## src/rtl/ddr_bank_fsm.sv

```systemverilog
// Per-bank DRAM controller: turns router requests into ACT/RD/WR/PRE/REF.
// Build option: define OPEN_PAGE_EN to keep rows open after column access.
`ifndef AXI_ID_WIDTH
`define AXI_ID_WIDTH 4
`endif
`ifndef DRAM_BA_WIDTH
`define DRAM_BA_WIDTH 3
`endif
`ifndef DRAM_RA_WIDTH
`define DRAM_RA_WIDTH 14
`endif
`ifndef DRAM_CA_WIDTH
`define DRAM_CA_WIDTH 10
`endif
`ifndef T_RCD_WIDTH
`define T_RCD_WIDTH 4
`endif
`ifndef T_RP_WIDTH
`define T_RP_WIDTH 4
`endif
`ifndef T_RAS_WIDTH
`define T_RAS_WIDTH 6
`endif
`ifndef T_RFC_WIDTH
`define T_RFC_WIDTH 8
`endif
`ifndef T_RTP_WIDTH
`define T_RTP_WIDTH 4
`endif
`ifndef T_WTP_WIDTH
`define T_WTP_WIDTH 4
`endif

module ddr_bank_fsm #(
    parameter int BANK_ID = 0
) (
    input  logic                      clk,
    input  logic                      rst_n,
    input  logic                      req_valid,
    output logic                      req_ready,
    input  logic [`AXI_ID_WIDTH-1:0]  req_id,
    input  logic [`DRAM_RA_WIDTH-1:0] req_ra,
    input  logic [`DRAM_CA_WIDTH-1:0] req_ca,
    input  logic                      req_wr,
    input  logic [`T_RCD_WIDTH-1:0]   t_rcd_m1,
    input  logic [`T_RP_WIDTH-1:0]    t_rp_m1,
    input  logic [`T_RAS_WIDTH-1:0]   t_ras_m1,
    input  logic [`T_RFC_WIDTH-1:0]   t_rfc_m1,
    input  logic [`T_RTP_WIDTH-1:0]   t_rtp_m1,
    input  logic [`T_WTP_WIDTH-1:0]   t_wtp_m1,
    input  logic                      ref_pending,
    output logic                      act_req,
    output logic                      rd_req,
    output logic                      wr_req,
    output logic                      pre_req,
    output logic                      ref_req,
    input  logic                      act_gnt,
    input  logic                      rd_gnt,
    input  logic                      wr_gnt,
    input  logic                      pre_gnt,
    input  logic                      ref_gnt,
    output logic [`DRAM_BA_WIDTH-1:0] sched_ba,
    output logic [`DRAM_RA_WIDTH-1:0] sched_ra,
    output logic [`DRAM_CA_WIDTH-1:0] sched_ca,
    output logic [`AXI_ID_WIDTH-1:0]  cur_id
);

    localparam int C2P_W = (`T_RTP_WIDTH > `T_WTP_WIDTH) ?
                           `T_RTP_WIDTH : `T_WTP_WIDTH;

    typedef enum logic [2:0] {
        CLOSED,
        ACTIVATING,
        OPEN,
        PRECHARGING,
        REFRESHING
    } state_t;

    state_t state, st_mid, state_n;

    logic [`T_RCD_WIDTH-1:0]   rcd, rcd_n;
    logic [`T_RP_WIDTH-1:0]    rp, rp_n;
    logic [`T_RAS_WIDTH-1:0]   ras, ras_n;
    logic [`T_RFC_WIDTH-1:0]   rfc, rfc_n;
    logic [C2P_W-1:0]          c2p, c2p_n;
    logic [`DRAM_RA_WIDTH-1:0] open_row, open_row_n;
    logic                      close_pend, close_pend_n;

    logic act_fire, rd_fire, wr_fire, pre_fire, ref_fire, col_fire;
    logic vld, hit, hold;
    logic act_n, rd_n, wr_n, pre_n, ref_n;
    logic [`DRAM_RA_WIDTH-1:0] ra_n;
    logic [`DRAM_CA_WIDTH-1:0] ca_n;
    logic [`AXI_ID_WIDTH-1:0]  id_n;

    // Grants count only against the request currently raised.
    assign act_fire = act_req & act_gnt;
    assign rd_fire  = rd_req & rd_gnt;
    assign wr_fire  = wr_req & wr_gnt;
    assign pre_fire = pre_req & pre_gnt;
    assign ref_fire = ref_req & ref_gnt;
    assign col_fire = rd_fire | wr_fire;

    assign req_ready = col_fire;
    assign sched_ba  = `DRAM_BA_WIDTH'(BANK_ID);

    always_comb begin
        rcd_n = (rcd != '0) ? rcd - `T_RCD_WIDTH'(1) : rcd;
        rp_n  = (rp  != '0) ? rp  - `T_RP_WIDTH'(1)  : rp;
        ras_n = (ras != '0) ? ras - `T_RAS_WIDTH'(1) : ras;
        rfc_n = (rfc != '0) ? rfc - `T_RFC_WIDTH'(1) : rfc;
        c2p_n = (c2p != '0) ? c2p - C2P_W'(1)        : c2p;
        st_mid       = state;
        open_row_n   = open_row;
        close_pend_n = close_pend;

        if (act_fire) begin
            st_mid     = ACTIVATING;
            open_row_n = sched_ra;
            rcd_n      = t_rcd_m1;
            ras_n      = t_ras_m1;
        end
        if (col_fire) begin
            c2p_n = rd_fire ? C2P_W'(t_rtp_m1) : C2P_W'(t_wtp_m1);
`ifndef OPEN_PAGE_EN
            close_pend_n = 1'b1;
`endif
        end
        if (pre_fire) begin
            st_mid       = PRECHARGING;
            rp_n         = t_rp_m1;
            close_pend_n = 1'b0;
        end
        if (ref_fire) begin
            st_mid = REFRESHING;
            rfc_n  = t_rfc_m1;
        end

        // Waiting states fall through as soon as their timer expires.
        state_n = st_mid;
        unique case (st_mid)
            ACTIVATING:  if (rcd_n == '0) state_n = OPEN;
            PRECHARGING: if (rp_n == '0)  state_n = CLOSED;
            REFRESHING:  if (rfc_n == '0) state_n = CLOSED;
            default:     state_n = st_mid;
        endcase

        // Look ahead so the registered requests appear on the first legal cycle.
        vld  = req_valid & ~col_fire;
        hit  = (req_ra == open_row_n);
        hold = (act_req & ~act_gnt) | (rd_req & ~rd_gnt) |
               (wr_req & ~wr_gnt) | (pre_req & ~pre_gnt) |
               (ref_req & ~ref_gnt);
        act_n = 1'b0;
        rd_n  = 1'b0;
        wr_n  = 1'b0;
        pre_n = 1'b0;
        ref_n = 1'b0;
        ra_n  = sched_ra;
        ca_n  = sched_ca;
        id_n  = cur_id;

        if (hold) begin
            act_n = act_req;
            rd_n  = rd_req;
            wr_n  = wr_req;
            pre_n = pre_req;
            ref_n = ref_req;
        end else begin
            unique case (state_n)
                CLOSED: begin
                    if (ref_pending) begin
                        ref_n = 1'b1;
                    end else if (vld) begin
                        act_n = 1'b1;
                        ra_n  = req_ra;
                        id_n  = req_id;
                    end
                end
                OPEN: begin
                    if (vld & hit & ~ref_pending & ~close_pend_n) begin
                        rd_n = ~req_wr;
                        wr_n = req_wr;
                        ca_n = req_ca;
                        id_n = req_id;
                    end else if ((ras_n == '0) && (c2p_n == '0) &&
                                 (close_pend_n | ref_pending |
                                  (vld & ~hit))) begin
                        pre_n = 1'b1;
                    end
                end
                default: ;
            endcase
        end
    end

    always_ff @(posedge clk) begin
        if (!rst_n) begin
            state      <= CLOSED;
            rcd        <= '0;
            rp         <= '0;
            ras        <= '0;
            rfc        <= '0;
            c2p        <= '0;
            open_row   <= '0;
            close_pend <= 1'b0;
            act_req    <= 1'b0;
            rd_req     <= 1'b0;
            wr_req     <= 1'b0;
            pre_req    <= 1'b0;
            ref_req    <= 1'b0;
            sched_ra   <= '0;
            sched_ca   <= '0;
            cur_id     <= '0;
        end else begin
            state      <= state_n;
            rcd        <= rcd_n;
            rp         <= rp_n;
            ras        <= ras_n;
            rfc        <= rfc_n;
            c2p        <= c2p_n;
            open_row   <= open_row_n;
            close_pend <= close_pend_n;
            act_req    <= act_n;
            rd_req     <= rd_n;
            wr_req     <= wr_n;
            pre_req    <= pre_n;
            ref_req    <= ref_n;
            sched_ra   <= ra_n;
            sched_ca   <= ca_n;
            cur_id     <= id_n;
        end
    end

`ifndef SYNTHESIS
    a_act_gnt: assert property (@(posedge clk) disable iff (!rst_n)
        act_gnt |-> act_req);
    a_rd_gnt: assert property (@(posedge clk) disable iff (!rst_n)
        rd_gnt |-> rd_req);
    a_wr_gnt: assert property (@(posedge clk) disable iff (!rst_n)
        wr_gnt |-> wr_req);
    a_pre_gnt: assert property (@(posedge clk) disable iff (!rst_n)
        pre_gnt |-> pre_req);
    a_ref_gnt: assert property (@(posedge clk) disable iff (!rst_n)
        ref_gnt |-> ref_req);
    a_onehot: assert property (@(posedge clk)
        $onehot0({act_req, rd_req, wr_req, pre_req, ref_req}));
`endif

endmodule

```

## config.mk

```make
export PLATFORM = sky130hd
export DESIGN_NAME = ddr_bank_fsm
export DESIGN_NICKNAME = d
export VERILOG_FILES = /design/src/rtl/ddr_bank_fsm.sv
export SDC_FILE = /design/constraint.sdc
export NUM_CORES = 1
export LEC_CHECK = 0
export ABC_AREA = 1
export CORE_ASPECT_RATIO = 2
export CORE_UTILIZATION = 53
export DETAILED_ROUTE_END_ITERATION = 8
export PLACE_DENSITY = 0.93
export SKIP_LAST_GASP = 1
export SLEW_MARGIN = 30
export SYNTH_ARGS = -nofsm -noshare
export SYNTH_HDL_FRONTEND = slang
export SYNTH_SLANG_ARGS = --single-unit
```

## constraint.sdc

```tcl
create_clock -name clk -period 4.3 [get_ports clk]
set_input_delay 0.86 -clock clk [delete_from_list [all_inputs] [get_ports clk]]
set_output_delay 0.86 -clock clk [all_outputs]
set_load 0.02 [all_outputs]
```

* After elaboration in Yosys (flattened, before gate mapping) *
Index checks and enable logic that the tools add are counted.
W data, S select, Z words.

word-level totals
  output and inout port bits = 37
  word-level logic and storage cells = 116
  register bits = 77
  input bits = 68

operators by class
  bitwise logic cells = 33
  add/subtract/negate cells = 5
  eq/ne operators = 8
  mux-type cells = 37
  reduce and logical (&&, ||, !) cells = 17

operator list
  operator               count
  $mux W4                10
  $mux W3                6
  $mux W8                2
  $and A1 B1 Y1          15
  $eq A14 B14 Y1         1
  $mux W1                14
  $mux W14               1
  $logic_not A4 Y1       3
  $mux W6                2
  $reduce_bool A4 Y1     3
  $sub A4 B1 Y4 const B  3
  $not A1 Y1             11
  $pmux W3 S3            1
  $logic_not A8 Y1       1
  $pmux W4 S2            1
  $reduce_bool A8 Y1     1
  $sub A8 B1 Y8 const B  1
  $or A1 B1 Y1           7
  $eq A3 B2 Y1 const B   2
  $logic_not A6 Y1       1
  $ne A2 B2 Y1 const B   3
  $reduce_bool A6 Y1     1
  $sub A6 B1 Y6 const B  1
  $reduce_and A5 Y1      1
  other kinds (7)        8

* Logic depth before layout (Yosys ltp) *
Gate-level depths: netlist of the first run.

  word-level depth = 10
  gate-level depth with buffers = 19

* Worst setup path before layout of the first run *
No wires, ideal clock.

  path kind = input port to flip-flop
  start = in rd_gnt
  end = reg sched_ca[0]
  slack = 1874 ps
  data arrival time = 2313 ps
  cell stages on the path = 13
  cells stage by stage = nand2_1 > o21ai_2 > o21ai_0 > nand2_1 > nor2_1 > nand2_1 > nor2_1 > nand2_1 > nor2_2 > nand3_2 > buf_2 > nor2_1 > nor2_1

on the way
  word-level cells in the longest chain between the ends = 8

RTL lines
  what                                  RTL line  source
  start, declared                       58        input logic rd_gnt,
  $and A1 B1 Y1 *                       98        assign rd_fire = rd_req & rd_gnt;
  $or A1 B1 Y1 *                        102       assign col_fire = rd_fire | wr_fire;
  net req_ready                         40        output logic req_ready,
  $not A1 Y1                            149       vld = req_valid & ~col_fire;
  $and A1 B1 Y1                         149
  $and A1 B1 Y1 (2 in series)           181       if (vld & hit & ~ref_pending & ~close_pend_n) begin
  $and A1 B1 Y1 *                       181
  $reduce_and A3 Y1 (no source line) *  -
  end signal, assigned                  230       sched_ca <= ca_n;
  end, declared                         64        output logic [`DRAM_CA_WIDTH-1:0] sched_ca,

Mark *: on every way through the listed nets, which the timed path passes. The rest lies on a longest branch.
A chain may end at the register's enable or synchronous reset.

* Worst setup path after layout of the first run *
  start = in act_gnt
  end = reg cur_id[3]

on the way
  word-level cells in the longest chain between the ends = 9

RTL lines
  what                                                                 RTL line  source
  start, declared                                                      57        input logic act_gnt,
  $and A1 B1 Y1                                                        97        assign act_fire = act_req & act_gnt;
  $mux W3                                                              117       if (act_fire) begin
  $mux W3                                                              129       if (pre_fire) begin
  $mux W3                                                              134       if (ref_fire) begin
  $eq A3 B3 Y1, or another cell as far along                           141       unique case (st_mid)
  $pmux W3 S3                                                          141
  $eq A3 B2 Y1 or $logic_not A3 Y1 (tied branches)                     170       unique case (state_n)
  $ne A2 B2 Y1 (no source line) or $reduce_bool A2 Y1 (tied branches)  -
  $reduce_and A5 Y1 (no source line)                                   -
  end signal, assigned                                                 231       cur_id <= id_n;
  end, declared                                                        65        output logic [`AXI_ID_WIDTH-1:0] cur_id

Several ways; a longest one is shown, not always the timed one.

==> impl_summary.log, run 1 <==
[metrics] layout overhead on the synthesized area: 31.9%
[metrics] Final Hold Viols: 0
[metrics] final routed wire length divided by cell count: 13.0 µm
[metrics] weighted congestion reported at the end of routability-driven placement: 0.898
[metrics] Post-DP HPWL: 8120 µm
[metrics] relative max-transition margin: 0.475
[metrics] start point of the worst min-delay path: cur_id[2]$_SDFFE_PN0P_
[metrics] area of all placed cells without fillers: around 5400 µm²
[metrics] Cell Area, Synth: 4100 µm²
[metrics] total leakage power: 2.64 nW
[metrics] 1st-iter DRT viols: 239
[metrics] GR met2 Demand/Resource: 0.537
[metrics] Cell Area, Placed: 5130 µm²
[metrics] critical path launch point: act_gnt
[metrics] die outline area: 8120 µm²
[metrics] Via density: about 5.2
[metrics] utilization of the core after routing: 0.717
[metrics] total congestion overflow after global routing: 0
[metrics] overall power after layout: 3.10 mW
[metrics] post-route clock period utilization: 0.797
[metrics] number of placed cells counting well taps: 828
[metrics] crit end category: flop
[metrics] RR Startpoint: act_req$_SDFFE_PN0P_
[metrics] Initial Util: 0.544
[metrics] Buffers & Inverters on Critical Path: 2
[metrics] post-place setup slack: 613 ps
[metrics] number of flip-flops and latches in the synthesized netlist: 77
[metrics] sequential share of the synthesized area: 0.376
[metrics] pin count of the biggest net entering global routing: 46
[metrics] Final Max Slew Viols: 0
[metrics] global-route wire length before repair: 17800 µm
[metrics] post-synthesis cell count: 649
[metrics] Chip Width: ~64 µm
[metrics] slowest stage delay, CP: 490 ps
[metrics] Least-Margin Pin Slew: 787 ps
[metrics] count of boundary I/O pins: 105
[metrics] Worst Setup Slack, final: 872 ps
[metrics] global routing usage on met1: 0.252
[metrics] fraction of layout cells with a size suffix above 1: 0.0481
[metrics] start-to-end type of the worst setup path: in2reg
[metrics] Longest Clk Path Bufs: 2
[metrics] filler cell count in the final layout: 625
[metrics] length of the first detailed-routing pass in iterations: 6
[metrics] Total GRT Usage: 0.281
[metrics] diodes inserted: 0
[metrics] post-synthesis area per instance: 6.32 µm²
[metrics] Hold Worst Slack: 499 ps
[metrics] clock latency reported for the late side of the worst-skew pair: 340 ps
[metrics] worst endpoint data arrival time: roughly 3700 ps
[metrics] number of warnings reported in the yosys synthesis log: 0
[metrics] most utilized layer in the global route result: met2
[metrics] CTS Hold Bufs: 0
[metrics] largest vdd supply drop: between 0.0003 and 0.0004 V
[metrics] worst path cell trace: clkdlybuf4s50_1 > nand2_2 > inv_2 > a21oi_1 > nand3_1 > nand2_1 > nor2_1 > nand2_1 > nand2_1 > nand3_1 > nor2_1 > nand3_2 > nand2_2 > nand2_1 > nand2_1 > nor2_1
[metrics] Clock Pin Slew Worst Setup and Hold Paths: around 50 ps
[metrics] core box area: around 7500 µm²
[metrics] clock root buffer: sky130_fd_sc_hd__clkbuf_16
[metrics] hold crit path type: reg2reg
[metrics] count of buffers added by post-CTS timing repair for setup: 0
[metrics] total via count after detailed routing: roughly 4400
[metrics] htree depth: 3
[metrics] setup tns final: 0 ps
[metrics] Antenna Nets Post-Route: 0
[metrics] num rows: 45
[metrics] number of max-cap violations: 0
[metrics] TritonCTS Buffers: 9
[metrics] wire length after detailed routing: 11000 µm
[metrics] most used flip-flop cell after synthesis: sky130_fd_sc_hd__dfxtp_1
[metrics] TritonCTS clock tree: built
[metrics] cell with the most instances on the worst path: sky130_fd_sc_hd__nand2_1
[metrics] met3 Resource Use GR: 0.0612
[metrics] number of nets in the layout: 819
[metrics] count of clock tree sinks: 77
[metrics] Port Buf Inserts: 101
[metrics] share of the synthesized area in the top cell type: 0.376
[metrics] slowest cell on the critical path: sky130_fd_sc_hd__clkdlybuf4s50_1
[metrics] biggest area contributors in the synthesized netlist: sky130_fd_sc_hd__dfxtp_1, sky130_fd_sc_hd__nand2_1, sky130_fd_sc_hd__nor2_1
[metrics] vias in the first global route: 4393
[metrics] highest clock rate: 292 MHz
[metrics] power per unit of standard cell area: 574 nW/µm²
[metrics] library cell occupying the most area in the post-synthesis netlist: sky130_fd_sc_hd__dfxtp_1
[metrics] RSZ-0062 raised after global routing: no
[metrics] number of antenna violations at the first check in global routing: 0
[metrics] post-synth cell types: 31
[metrics] total of endpoints with negative setup slack in the final report: 0
[metrics] number of enable-type register cells in the synthesized netlist: 0
[metrics] Die Height: 126 µm
[metrics] crit start category: input pin
[metrics] CP required: 4530 ps
[metrics] skew final: about 7.3 ps
[metrics] worst-path maximum fanout: 22
[metrics] count of unresolved DRC violations after routing: 0
[metrics] category of cells accounting for the largest share of critical-path delay: simple AND/OR/NAND/NOR gates
[metrics] run status: finished, final reports clean
[metrics] share of synthesized registers carrying an async set or reset: 0
[metrics] time the worst path needs with I/O delays and setup: around 3400 ps
[metrics] number of resized instances in the post-cts repair step: 0
[metrics] Non-Filler Instances: ~840
==> report_power, final <==
part	switching (mW)	total [mW]	internal, mW
Combinational	0.882	1.43	0.551
Sequential	0.0947	0.958	0.863
Clock	0.280	0.714	0.434
Total	1.26	3.10	1.85
==> sequential cells by signal, summed over array words and instances (netlist names) <==
name        flops
open_row       14
sched_ra       14
sched_ca       10
rfc             8
ras             6
c2p             4
cur_id          4
rcd             4
rp              4
state           3
act_req         1
close_pend      1
pre_req         1
rd_req          1
ref_req         1
wr_req          1
==> logic make-up after synthesis <==
family / count (synthesis) / share of synthesized area
xor+xnor: 19 / 0.0406
compound gates: 57 / 0.0775
buf+inv: 112 / 0.115
other cells: 1 / 0.000914
simple gates: 377 / 0.372
flops: 77 / 0.376
fa+ha+maj: 6 / 0.0183
==> area by class of cell <==
cell class	count	area [µm²]	area share
clock buffers	14	274	0.0506
clock inverters	1	5.00	0.000925
repair buffers	104	1030	0.191
multi-input cells	462	2100	0.388
well taps	94	118	0.0217
flip-flops and latches	77	1540	0.285
inverters	91	342	0.0631
==> metal layers <==
layer,vias up,part of all wire
met5,-,0
met4,0,0.048
met3,46,0.048
met2,151,0.55
met1,2010,0.35
li1,2161,-
==> synthesized netlist by cell type (2+ instances only) <==
library cell               instances
sky130_fd_sc_hd__xnor2_1           7
sky130_fd_sc_hd__clkbuf_1          8
sky130_fd_sc_hd__nor2_2            5
sky130_fd_sc_hd__nand3_1          33
sky130_fd_sc_hd__o21ai_1           9
sky130_fd_sc_hd__ha_1              6
sky130_fd_sc_hd__buf_4             4
sky130_fd_sc_hd__nor3_1            2
sky130_fd_sc_hd__a22oi_1           3
sky130_fd_sc_hd__a21oi_1          21
sky130_fd_sc_hd__inv_1            88
sky130_fd_sc_hd__a21boi_0          2
sky130_fd_sc_hd__nand2_2           3
sky130_fd_sc_hd__nor2_1          125
sky130_fd_sc_hd__inv_2             3
sky130_fd_sc_hd__and2_1            2
sky130_fd_sc_hd__dfxtp_1          77
sky130_fd_sc_hd__o211ai_1          3
sky130_fd_sc_hd__o21ai_0          14
sky130_fd_sc_hd__nand2_1         193
sky130_fd_sc_hd__buf_6             4
sky130_fd_sc_hd__nand3_2           2
sky130_fd_sc_hd__nand4_1           7
sky130_fd_sc_hd__o22ai_1           2
sky130_fd_sc_hd__xor2_1           12
sky130_fd_sc_hd__buf_2             5
sky130_fd_sc_hd__or2_2             5
==> final timing paths <==
path | endpoint | slack [ps] | cells past startpoint
hold / removal | cur_id[2]$_SDFFE_PN0P_ | 500 | 2
setup reg to reg | cur_id[3]$_SDFFE_PN0P_ | 1470 | 15
setup / recovery | cur_id[3]$_SDFFE_PN0P_ | 870 | 16
hold reg to reg | cur_id[2]$_SDFFE_PN0P_ | 500 | 2
==> tightest hold or removal path, cell delays in order, from the launching register on <==
cell and delay [ps]:
sky130_fd_sc_hd__dfxtp_1 330, sky130_fd_sc_hd__nor2_1 50, sky130_fd_sc_hd__nor2_1 80
==> layout by cell type, fill, tap and decap left out, types with 3 or more instances in the layout <==
| cell type | count |
|---|---|
| sky130_fd_sc_hd__nand2_1 | 193 |
| sky130_fd_sc_hd__nor2_1 | 125 |
| sky130_fd_sc_hd__clkdlybuf4s50_1 | 101 |
| sky130_fd_sc_hd__inv_1 | 88 |
| sky130_fd_sc_hd__dfxtp_1 | 77 |
| sky130_fd_sc_hd__nand3_1 | 33 |
| sky130_fd_sc_hd__a21oi_1 | 21 |
| sky130_fd_sc_hd__o21ai_0 | 14 |
| sky130_fd_sc_hd__xor2_1 | 12 |
| sky130_fd_sc_hd__o21ai_1 | 9 |
| sky130_fd_sc_hd__clkbuf_16 | 9 |
| sky130_fd_sc_hd__nand4_1 | 7 |
| sky130_fd_sc_hd__xnor2_1 | 7 |
| sky130_fd_sc_hd__ha_1 | 6 |
| sky130_fd_sc_hd__nor2_2 | 5 |
| sky130_fd_sc_hd__or2_2 | 5 |
| sky130_fd_sc_hd__nand2_2 | 3 |
| sky130_fd_sc_hd__inv_2 | 3 |
| sky130_fd_sc_hd__a22oi_1 | 3 |
| sky130_fd_sc_hd__o211ai_1 | 3 |
| sky130_fd_sc_hd__conb_1 | 3 |
| sky130_fd_sc_hd__clkbuf_8 | 3 |
| sky130_fd_sc_hd__buf_4 | 3 |
Power figures use the tool's default switching activity.
==> run 2, diff against run 1 <==
--- a/config.mk
+++ b/config.mk
@@ -7,9 +7,9 @@
 export LEC_CHECK = 0
 export ABC_AREA = 1
 export CORE_ASPECT_RATIO = 2
-export CORE_UTILIZATION = 53
+export CORE_UTILIZATION = 49
 export DETAILED_ROUTE_END_ITERATION = 8
-export PLACE_DENSITY = 0.93
+export PLACE_DENSITY = 0.87
 export SKIP_LAST_GASP = 1
 export SLEW_MARGIN = 30
 export SYNTH_ARGS = -nofsm -noshare
==> constraint.sdc (replaced) <==
create_clock -name clk -period 3.27 [get_ports clk]
set_input_delay 0.654 -clock clk [delete_from_list [all_inputs] [get_ports clk]]
set_output_delay 0.654 -clock clk [all_outputs]
set_load 0.02 [all_outputs]
==> run 2 against run 1 <==
Effect of this change:
- clock skew is 2.5 ps lower
- critical path type is now in2out
- via count is 2.6% lower
- register-to-register slack worse by 780 ps
- die area is 8.0% higher
==> impl_summary.log, run 2 (same netlist as run 1, synthesis figures left out) <==
[metrics] filler cell count in the final layout: 672 (was 625)
[metrics] multi-input gate area in the final layout: 2100 µm² (unchanged)
[metrics] top library cells by usage in the layout, fill and taps aside: sky130_fd_sc_hd__nand2_1, sky130_fd_sc_hd__nor2_1, sky130_fd_sc_hd__clkdlybuf4s50_1, sky130_fd_sc_hd__inv_1, sky130_fd_sc_hd__dfxtp_1 (unchanged)
[metrics] total area of sequential cells: 1540 µm² (unchanged)
[metrics] Port Buf Inserts: 101 (unchanged)
[metrics] start point of the worst min-delay path: cur_id[1]$_SDFFE_PN0P_ (was cur_id[2]$_SDFFE_PN0P_)
[metrics] Clock Pin Slew Worst Setup and Hold Paths: 60 ps (was 50 ps)
[metrics] time the worst path needs with I/O delays and setup: 2900 ps
[metrics] skew final: 4.76 ps (was 7.26 ps)
[metrics] total via count after detailed routing: 4255 (was 4368)
[metrics] RR Startpoint: rfc[0]$_SDFF_PN0_ (was act_req$_SDFFE_PN0P_)
[metrics] global-route wire length before repair: 18300 µm (was 17800 µm)
[metrics] Non-Filler Instances: 849 (was 843)
[metrics] weighted congestion reported at the end of routability-driven placement: 0.881 (was 0.898)
[metrics] diodes inserted: 0 (unchanged)
[metrics] slowest stage delay, CP: 680 ps (was 490 ps)
[metrics] crit end category: output pin (was flop)
[metrics] number of nets in the layout: 822 (was 819)
[metrics] number of antenna violations at the first check in global routing: 0 (unchanged)
[metrics] hold crit path type: reg2reg (unchanged)
[metrics] Buffers & Inverters on Critical Path: 2 (unchanged)
[metrics] Die Height: 131 µm (was 126 µm)
[metrics] worst endpoint data arrival time: 2250 ps (was 3660 ps)
[metrics] die outline area: 8760 µm² (was 8120 µm²)
[metrics] number of resized instances in the post-cts repair step: 0 (unchanged)
[metrics] total congestion overflow after global routing: 0 (unchanged)
[metrics] worst path cell trace: clkdlybuf4s50_1 > nand2_1 > o21ai_2 > clkdlybuf4s50_1 (was clkdlybuf4s50_1 > nand2_2 > inv_2 > a21oi_1 > nand3_1 > nand2_1 > nor2_1 > nand2_1 > nand2_1 > nand3_1 > nor2_1 > nand3_2 > nand2_2 > nand2_1 > nand2_1 > nor2_1)
[metrics] Via density: 5.01 (was 5.18)
[metrics] RSZ-0062 raised after global routing: no (unchanged)
[metrics] Initial Util: 0.513 (was 0.544)
[metrics] TritonCTS Buffers: 9 (unchanged)
[metrics] 1st-iter DRT viols: 210 (was 239)
[metrics] most common cell after layout, fill and taps aside: sky130_fd_sc_hd__nand2_1 (unchanged)
[metrics] count of unresolved DRC violations after routing: 0 (unchanged)
[metrics] number of placed cells counting well taps: 833 (was 828)
[metrics] run status: finished, final reports clean (unchanged)
[metrics] layout overhead on the synthesized area: 32.9% (was 31.9%)
[metrics] Post-DP HPWL: 8460 µm (was 8120 µm)
[metrics] final routed wire length divided by cell count: 13.2 µm (was 13.0 µm)
[metrics] length of the first detailed-routing pass in iterations: 5 (was 6)
[metrics] count of boundary I/O pins: 105 (unchanged)
[metrics] core box area: 8000 µm² (was 7540 µm²)
[metrics] depth of the worst register-to-register path: 17 (was 15)
[metrics] clock root buffer: sky130_fd_sc_hd__clkbuf_16 (unchanged)
[metrics] total leakage power: 2.66 nW (was 2.64 nW)
[metrics] Final Hold Viols: 0 (unchanged)
[metrics] num rows: 46 (was 45)
[metrics] Chip Width: 66.7 µm (was 64.2 µm)
[metrics] relative max-transition margin: 0.472 (was 0.475)
[metrics] largest registers: open_row: 14 flops, sched_ra: 14 flops, sched_ca: 10 flops (unchanged)
[metrics] total of endpoints with negative setup slack in the final report: 0 (unchanged)
[metrics] power per unit of standard cell area: 754 nW/µm² (was 574 nW/µm²)
[metrics] crit start category: input pin (unchanged)
[metrics] fraction of layout cells with a size suffix above 1: 0.0558 (was 0.0481)
[metrics] slowest cell on the critical path: sky130_fd_sc_hd__clkdlybuf4s50_1 (unchanged)
[metrics] post-route clock period utilization: 0.887
[metrics] start-to-end type of the worst setup path: in2out (was in2reg)
[metrics] worst hold endpoint: cur_id[1]$_SDFFE_PN0P_ (was cur_id[2]$_SDFFE_PN0P_)
[metrics] count of clock tree sinks: 77 (unchanged)
[metrics] wire length after detailed routing: 11200 µm (was 11000 µm)
[metrics] TritonCTS clock tree: built (unchanged)
[metrics] htree depth: 3 (unchanged)
[metrics] number of max-cap violations: 0 (unchanged)
[metrics] worst reg2reg setup slack: 690 ps (was 1470 ps)
[metrics] Antenna Nets Post-Route: 0 (unchanged)
[metrics] Final Max Slew Viols: 0 (unchanged)
[metrics] worst hold path stage count: 2 (unchanged)
[metrics] cell with the most instances on the worst path: sky130_fd_sc_hd__clkdlybuf4s50_1 (was sky130_fd_sc_hd__nand2_1)
[metrics] worst-path maximum fanout: 9 (was 22)
[metrics] category of cells accounting for the largest share of critical-path delay: buffers and inverters (was simple AND/OR/NAND/NOR gates)
[metrics] largest vdd supply drop: 0.000451 V (was 0.000373 V)
[metrics] clock latency reported for the late side of the worst-skew pair: 340 ps (about the same)
[metrics] Least-Margin Pin Slew: 790 ps (was 787 ps)
[metrics] highest clock rate: 345 MHz
[metrics] count of buffers added by post-CTS timing repair for setup: 0 (unchanged)
[metrics] setup tns final: 0 ps (unchanged)
[metrics] critical register-to-register path endpoint: sched_ra[3]$_SDFFE_PN0P_ (was cur_id[3]$_SDFFE_PN0P_)
[metrics] CTS Hold Bufs: 0 (unchanged)
[metrics] Longest Clk Path Bufs: 2 (unchanged)
[metrics] CP required: 2620 ps (was 4530 ps)
[metrics] vias in the first global route: 4356 (was 4393)
[metrics] Total GRT Usage: 0.272 (was 0.281)
[metrics] pin count of the biggest net entering global routing: 46 (unchanged)
run 2: power breakdown:
part / total, mW / internal (mW) / switching (mW) / leakage, nW
Sequential: 1.26 / 1.14 / 0.128 / 0.630
Combinational: 1.88 / 0.728 / 1.15 / 1.88
Clock: 0.969 / 0.594 / 0.375 / 0.148
Total: 4.11 / 2.46 / 1.65 / 2.66
run 2: worst max-delay path by stage:
stage,from,end,slack (ps),cells past startpoint
global route,act_gnt,sched_ca[7]$_SDFFE_PN0P_,190,16
CTS,rd_gnt,req_ready,400,4
detailed placement,act_gnt,sched_ca[7]$_SDFFE_PN0P_,140,13
global placement,act_gnt,sched_ca[7]$_SDFFE_PN0P_,210,14
finish,rd_gnt,req_ready,370,4
floorplan,rd_gnt,sched_ca[0]$_SDFFE_PN0P_,1050,13
run 2: tightest hold or removal path, cell delays in order (launching register included):
cell and delay (ps):
sky130_fd_sc_hd__dfxtp_1 310, sky130_fd_sc_hd__nor2_1 90, sky130_fd_sc_hd__nor2_1 50
run 2: final cells by class:
class                      count  share of cell area
multi-input combinational    462               0.384
timing repair buffer         107               0.194
clock inverter                 3             0.00321
clock buffer                  13              0.0514
tap                           96              0.0220
sequential                    77               0.283
inverter                      91              0.0626
run 2: metrics by stage:
stage                     setup WS [ps]  hold WS [ps]   util  power, mW  cell area (µm²)
after detailed placement            143           479  0.645       3.12             5160
after floorplan                    1050           474      -       2.63             4110
after global placement              207           464  0.645       3.03             5160
after CTS                           399           492  0.682       4.11             5450
after global routing                195           503  0.682       4.42             5450
final                               370           492  0.682       4.11             5450
run 2: metal layers:
metal,vias up,part of all wire,GRT usage
met4,0,0.045,0.175
li1,2162,-,-
met2,125,0.57,0.516
met1,1923,0.34,0.243
met3,45,0.036,0.0486
met5,-,0,0
